<file path="config.mk">
export PLATFORM = sky130hd
export DESIGN_NAME = reg_file_sb
export DESIGN_NICKNAME = d
export VERILOG_FILES = /design/src/rtl/reg_file_sb.sv
export SDC_FILE = /design/constraint.sdc
export NUM_CORES = 2
export LEC_CHECK = 0
export BUFFER_PORTS_ARGS = -buffer_cell sky130_fd_sc_hd__buf_2
export CORE_MARGIN = 5
export CORE_UTILIZATION = 50
export CTS_CLUSTER_SIZE = 20
export DETAILED_ROUTE_END_ITERATION = 7
export PLACE_DENSITY = 0.78
export SYNTH_ARGS = -nofsm -noshare
export SYNTH_HDL_FRONTEND = slang
export SYNTH_SLANG_ARGS = --single-unit
</file>
<file path="constraint.sdc">
create_clock -name clk -period 4.8 [get_ports clk]
set_clock_uncertainty 0.15 [all_clocks]
set_input_delay 0.96 -clock clk [delete_from_list [all_inputs] [get_ports clk]]
set_output_delay 0.96 -clock clk [all_outputs]
set_load 0.02 [all_outputs]
</file>
<file path="src/rtl/reg_file_sb.sv">
// Register file (2R/1W) with per-register busy scoreboard; optional bypass via `RF_BYPASS_EN.
// Latency: reads and busy flags are combinational; writes and reservations land on the rising edge.
// Backpressure: none; the issue stage stalls on the hazard output.
module reg_file_sb #(
    parameter int unsigned DATA_W   = 32,
    parameter int unsigned ADDR_W   = 5,
    parameter int unsigned ZERO_REG = 1
) (
    input  logic              clk,
    input  logic              rst_n,
    input  logic [ADDR_W-1:0] rs_addr,
    input  logic [ADDR_W-1:0] rt_addr,
    output logic [DATA_W-1:0] rs_data,
    output logic [DATA_W-1:0] rt_data,
    input  logic [ADDR_W-1:0] rd_addr,
    input  logic [DATA_W-1:0] rd_data,
    input  logic              reg_write,
    input  logic              rsv_valid,
    input  logic [ADDR_W-1:0] rsv_addr,
    output logic              rs_busy,
    output logic              rt_busy,
    output logic              hazard,
    output logic [ADDR_W:0]   busy_cnt
);
    localparam int unsigned DEPTH = 1 << ADDR_W;

    logic [DATA_W-1:0] regs [DEPTH];
    logic [DEPTH-1:0]  busy;
    logic [DEPTH-1:0]  busy_nxt;
    logic              wr_en;
    logic              rsv_en;

    function automatic logic [ADDR_W:0] popcount(input logic [DEPTH-1:0] v);
        logic [ADDR_W:0] c;
        c = '0;
        for (int i = 0; i < DEPTH; i++) begin
            c = c + {{ADDR_W{1'b0}}, v[i]};
        end
        return c;
    endfunction

    assign wr_en  = reg_write && !((ZERO_REG != 0) && (rd_addr == '0));
    assign rsv_en = rsv_valid && !((ZERO_REG != 0) && (rsv_addr == '0));

    // Reserve is applied after the write clear so a new in-flight writer keeps the register busy.
    always_comb begin
        busy_nxt = busy;
        if (wr_en) begin
            busy_nxt[rd_addr] = 1'b0;
        end
        if (rsv_en) begin
            busy_nxt[rsv_addr] = 1'b1;
        end
    end

    always_ff @(posedge clk or negedge rst_n) begin
        if (!rst_n) begin
            for (int i = 0; i < DEPTH; i++) begin
                regs[i] <= '0;
            end
            busy     <= '0;
            busy_cnt <= '0;
        end else begin
            if (wr_en) begin
                regs[rd_addr] <= rd_data;
            end
            busy     <= busy_nxt;
            busy_cnt <= popcount(busy_nxt);
        end
    end

    always_comb begin
        rs_data = regs[rs_addr];
        rs_busy = busy[rs_addr];
        if ((ZERO_REG != 0) && (rs_addr == '0)) begin
            rs_data = '0;
            rs_busy = 1'b0;
        end
`ifdef RF_BYPASS_EN
        else if (rst_n && reg_write && (rd_addr == rs_addr)) begin
            rs_data = rd_data;
            if (!(rsv_valid && (rsv_addr == rs_addr))) begin
                rs_busy = 1'b0;
            end
        end
`endif
    end

    always_comb begin
        rt_data = regs[rt_addr];
        rt_busy = busy[rt_addr];
        if ((ZERO_REG != 0) && (rt_addr == '0)) begin
            rt_data = '0;
            rt_busy = 1'b0;
        end
`ifdef RF_BYPASS_EN
        else if (rst_n && reg_write && (rd_addr == rt_addr)) begin
            rt_data = rd_data;
            if (!(rsv_valid && (rsv_addr == rt_addr))) begin
                rt_busy = 1'b0;
            end
        end
`endif
    end

    assign hazard = rs_busy | rt_busy;

endmodule

</file>
==> results.yml <==
detailed_routing:
  number_of_antenna_violating_nets_in_the_routed_design: 0
  via_count: 34100
  detailedRoute.firstPassIterationCount: 5
  route.detailed.vias_per_inst: 6.70
  detail_route.drc_violations: 0
  wl_mm: 160
  post_drt_wl_per_cell_um: 31.5
  initialDrtViolationCount: 3251
critical_path:
  crit_required_ns: 5.26
  crit_path_launch_type: "input pin"
  regToRegStartpoint: "busy[9]$_DFF_PN0_"
  setup.worst_path.end_class: "flop"
  timing.critical_path.arrival_ns: 5.84
  worst-r2r-setup-slack_ns: -0.15
  critical-path-top-cell-by-count: "fa_2"
  critical_path.reg2reg.endpoint: "busy_cnt[4]$_DFF_PN0_"
  path_cells: "buf_12 > buf_12 > nor3b_4 > nand2_4 > a22o_4 > fa_1 > inv_2 > fa_2 > fa_2 > fa_1 > fa_2 > fa_1 > inv_2 > ha_4 > fa_2 > a21o_1 > a21oi_2 > xnor2_1"
  timing.reg2reg.worst_path_depth: 16
  cp_delay_by_family_top: "adder cells"
  timing.critical_path.fanout_max: 7
  worst_path_max_delay_cell: "fa_2"
  timing.setup.critical_path_class: "input pin to flop"
  worst-path-buf-inv: 4
  worst_path_largest_cell_delay_ns: 0.55
sta:
  max_slew.worst_pin.slew_ns: 1.06
  whs_ns: 0.207
  timing.final.crit_share: 1.12
  setup_viol: 5
  setup-tns-final_ns: -2.27
  postLayoutSetupSlackWorst_ns: -0.584
  finalMaxSlewViolations: 0
  rsz0062_at_grt: "yes"
  max_clock_freq_mhz: 186
  rel_slew_slack: 0.295
  final_period_minus_worst_setup_slack_ns: 5.38
  hold_viol_final: 0
synthesis:
  synth.avg_cell_area_um2: 16.5
  synth.yosys.warnings: 0
  mapped_area_mm2: 0.0566
  netlist-cell-type-count: 45
  synth_nets: 3510
  synth_sequential_area_ratio: 0.470
  synth_cells: 3423
  yosys_register_bits: 1062
global_route:
  vias_in_the_first_global_route: 36600
  antenna_found_initial: 13
  grt_pass1_wl_mm: 242
  grt.overflow.total: 0
  globalRouteTotalUtil: 0.269
  grt_start_max_net_pins: 96
run_status:
  status: "finished with violations"
  violations_in_the_final_reports: "negative setup slack"
final_layout:
  final_area_mm2: 0.0640
  postLayoutCoreUtil: 0.569
  non_filler_instance_count_after_layout: 5088
  finalNetCount: 3573
  layout-area-overhead-vs-synth_pct: 13.2
  layout-drive-gt1-share: 0.628
clocking:
  clock_tree.htree_level_count: 3
  clock_insertion_delay_worst_skew_ns: 0.69
  clock_transition_at_the_register_clock_pins_on_the_worst_setup_and_hold_paths_after_cts_ns: 0.06
  cts-buffers-inserted: 111
  holdBufCountCts: 0
  cts.root.buffer_cell: "clkbuf_16"
  clock-sinks: 1062
  tritoncts_clock_tree: "built"
  maximum_clock_insertion_buffer_count: 3
floorplan:
  dieWidth_um: 346
  design.core.area_mm2: 0.112
  top_level_port_count: 129
  rows: 123
  floorplan.die_area_mm2: 0.120
  die_h_um: 346
  initial_cell_density_of_the_core: 0.503
worst_hold_path:
  holdCritPathClass: "input pin to asynchronous set/reset pin"
placement:
  place.port_buffers: 128
  pre_cts_ws_ns: -1.30
  dpl.hpwl_mm: 92.4
  placed_cells_incl_taps: 4865
  gp_routability_congestion: 0.918
  dpl_cell_area_mm2: 0.0600
pwr:
  report.power.total_mw: 30.9
  power.density_mw_per_mm2: 483
  power.static_leakage_nw: 28.0
  vdd_ir_drop_max_v: 0.00158
run:
  drv.max_cap_violation_count: 0
==> worst max-delay path by stage <==
stage	start	end	slack [ns]	cells after the start
floorplan	rd_addr[2]	busy_cnt[4]$_DFF_PN0_	-1.14	19
global placement	rd_addr[2]	busy_cnt[4]$_DFF_PN0_	-1.30	18
detailed placement	rd_addr[4]	busy_cnt[4]$_DFF_PN0_	-1.30	18
CTS	rd_addr[3]	busy_cnt[4]$_DFF_PN0_	-0.54	18
global route	reg_write	busy_cnt[4]$_DFF_PN0_	-0.71	18
finish	rd_addr[3]	busy_cnt[4]$_DFF_PN0_	-0.58	18
==> area by class of cell <==
type,instances,area (um2)
clock buffer,161,3250
sequential,1062,26600
timing repair buffer,348,3030
tap,1500,1880
clock inverter,47,594
multi-input combinational,1910,28500
fill,8419,48500
antenna,7,17.5
inverter,53,209
==> where the power goes <==
group,internal [mW],total (mW),switching (mW),leakage [nW]
sequential,10.7,12.0,1.23,13.6
clock,5.30,9.03,3.73,1.89
combinational,5.73,9.94,4.20,12.4
total,21.8,30.9,9.16,28.0
==> cells in the mapped netlist (all sizes together) <==
library cell | n | area (um2)
dfrtp | 1062 | 26600
mux2 | 996 | 11200
mux4 | 654 | 14700
clkbuf | 242 | 908
buf | 156 | 888
a22o | 74 | 648
inv | 53 | 199
nand2 | 39 | 146
nor2 | 32 | 120
fa | 24 | 480
o21ai | 14 | 70.1
ha | 7 | 87.6
or2 | 6 | 37.5
a22oi | 5 | 37.5
nand2b | 5 | 31.3
a21oi | 4 | 20.0
mux2i | 4 | 40.0
nand3b | 4 | 30.0
a32o | 3 | 30.0
and3b | 3 | 26.3
nand3 | 3 | 15.0
nor2b | 3 | 18.8
nor3 | 3 | 15.0
nor3b | 3 | 22.5
o22ai | 3 | 18.8
a21o | 2 | 15.0
a32oi | 2 | 17.5
nor4 | 2 | 12.5
o221ai | 2 | 17.5
o311a | 2 | 20.0
o31ai | 2 | 15.0
xnor2 | 2 | 17.5
and2 | 1 | 6.26
and3 | 1 | 6.26
nand4 | 1 | 6.26
nor4b | 1 | 15.0
o21a | 1 | 7.51
o31a | 1 | 8.76
xor2 | 1 | 8.76
==> timing repair <==
item,in CTS,in global routing
hold endpoints to repair,0,0
endpoints found under the setup margin,5,6
pin swaps,10,5
setup buffers,6,3
gates resized for setup,36,13
==> routing by layer <==
metal / track usage / share of wire
met1: 0.352 / 0.38
met2: 0.441 / 0.49
met3: 0.0592 / 0.077
met4: 0.110 / 0.045
met5: 0 / 0.00024
==> cell usage in the layout (no fill, tap or decap), types with 4 or more instances in the layout <==
cell,synthesis,layout
a22o_1,74,73
buf_12,0,53
buf_2,68,118
buf_4,11,168
buf_6,22,4
buf_8,1,5
bufinv_16,0,11
clkbuf_1,242,24
clkbuf_16,0,113
clkbuf_8,0,24
clkinv_2,0,23
clkinvlp_4,0,4
dfrtp_1,1062,1062
diode_2,0,7
fa_1,24,18
fa_2,0,6
ha_1,7,5
inv_1,53,43
inv_2,0,8
inv_6,0,5
mux2_1,17,17
mux2_2,979,979
mux2i_1,4,4
mux4_2,653,653
nand2_1,39,19
nand2_4,0,19
nand3b_1,4,4
nor2_1,32,12
nor2_4,0,17
o21ai_0,14,13
or2_2,6,4
==> cells by family (layout without fill, tap and decap cells) <==
family,after synthesis,in the layout,synth area share
muxes,1654,1654,0.459
DFF,1062,1062,0.470
buffers and inverters,451,609,0.0353
AOI/OAI and AO/OA,115,115,0.0164
and+or+nand+nor,107,107,0.00900
adders and majority gates,31,31,0.0100
xor gates and xnor gates,3,3,0.000464
other,0,7,0
==> registers in the layout (all words and copies together) (netlist names) <==
| signal | cells |
|---|---|
| regs | 1024 |
| busy | 32 |
| busy_cnt | 6 |
(Power assumes the default switching activity.)
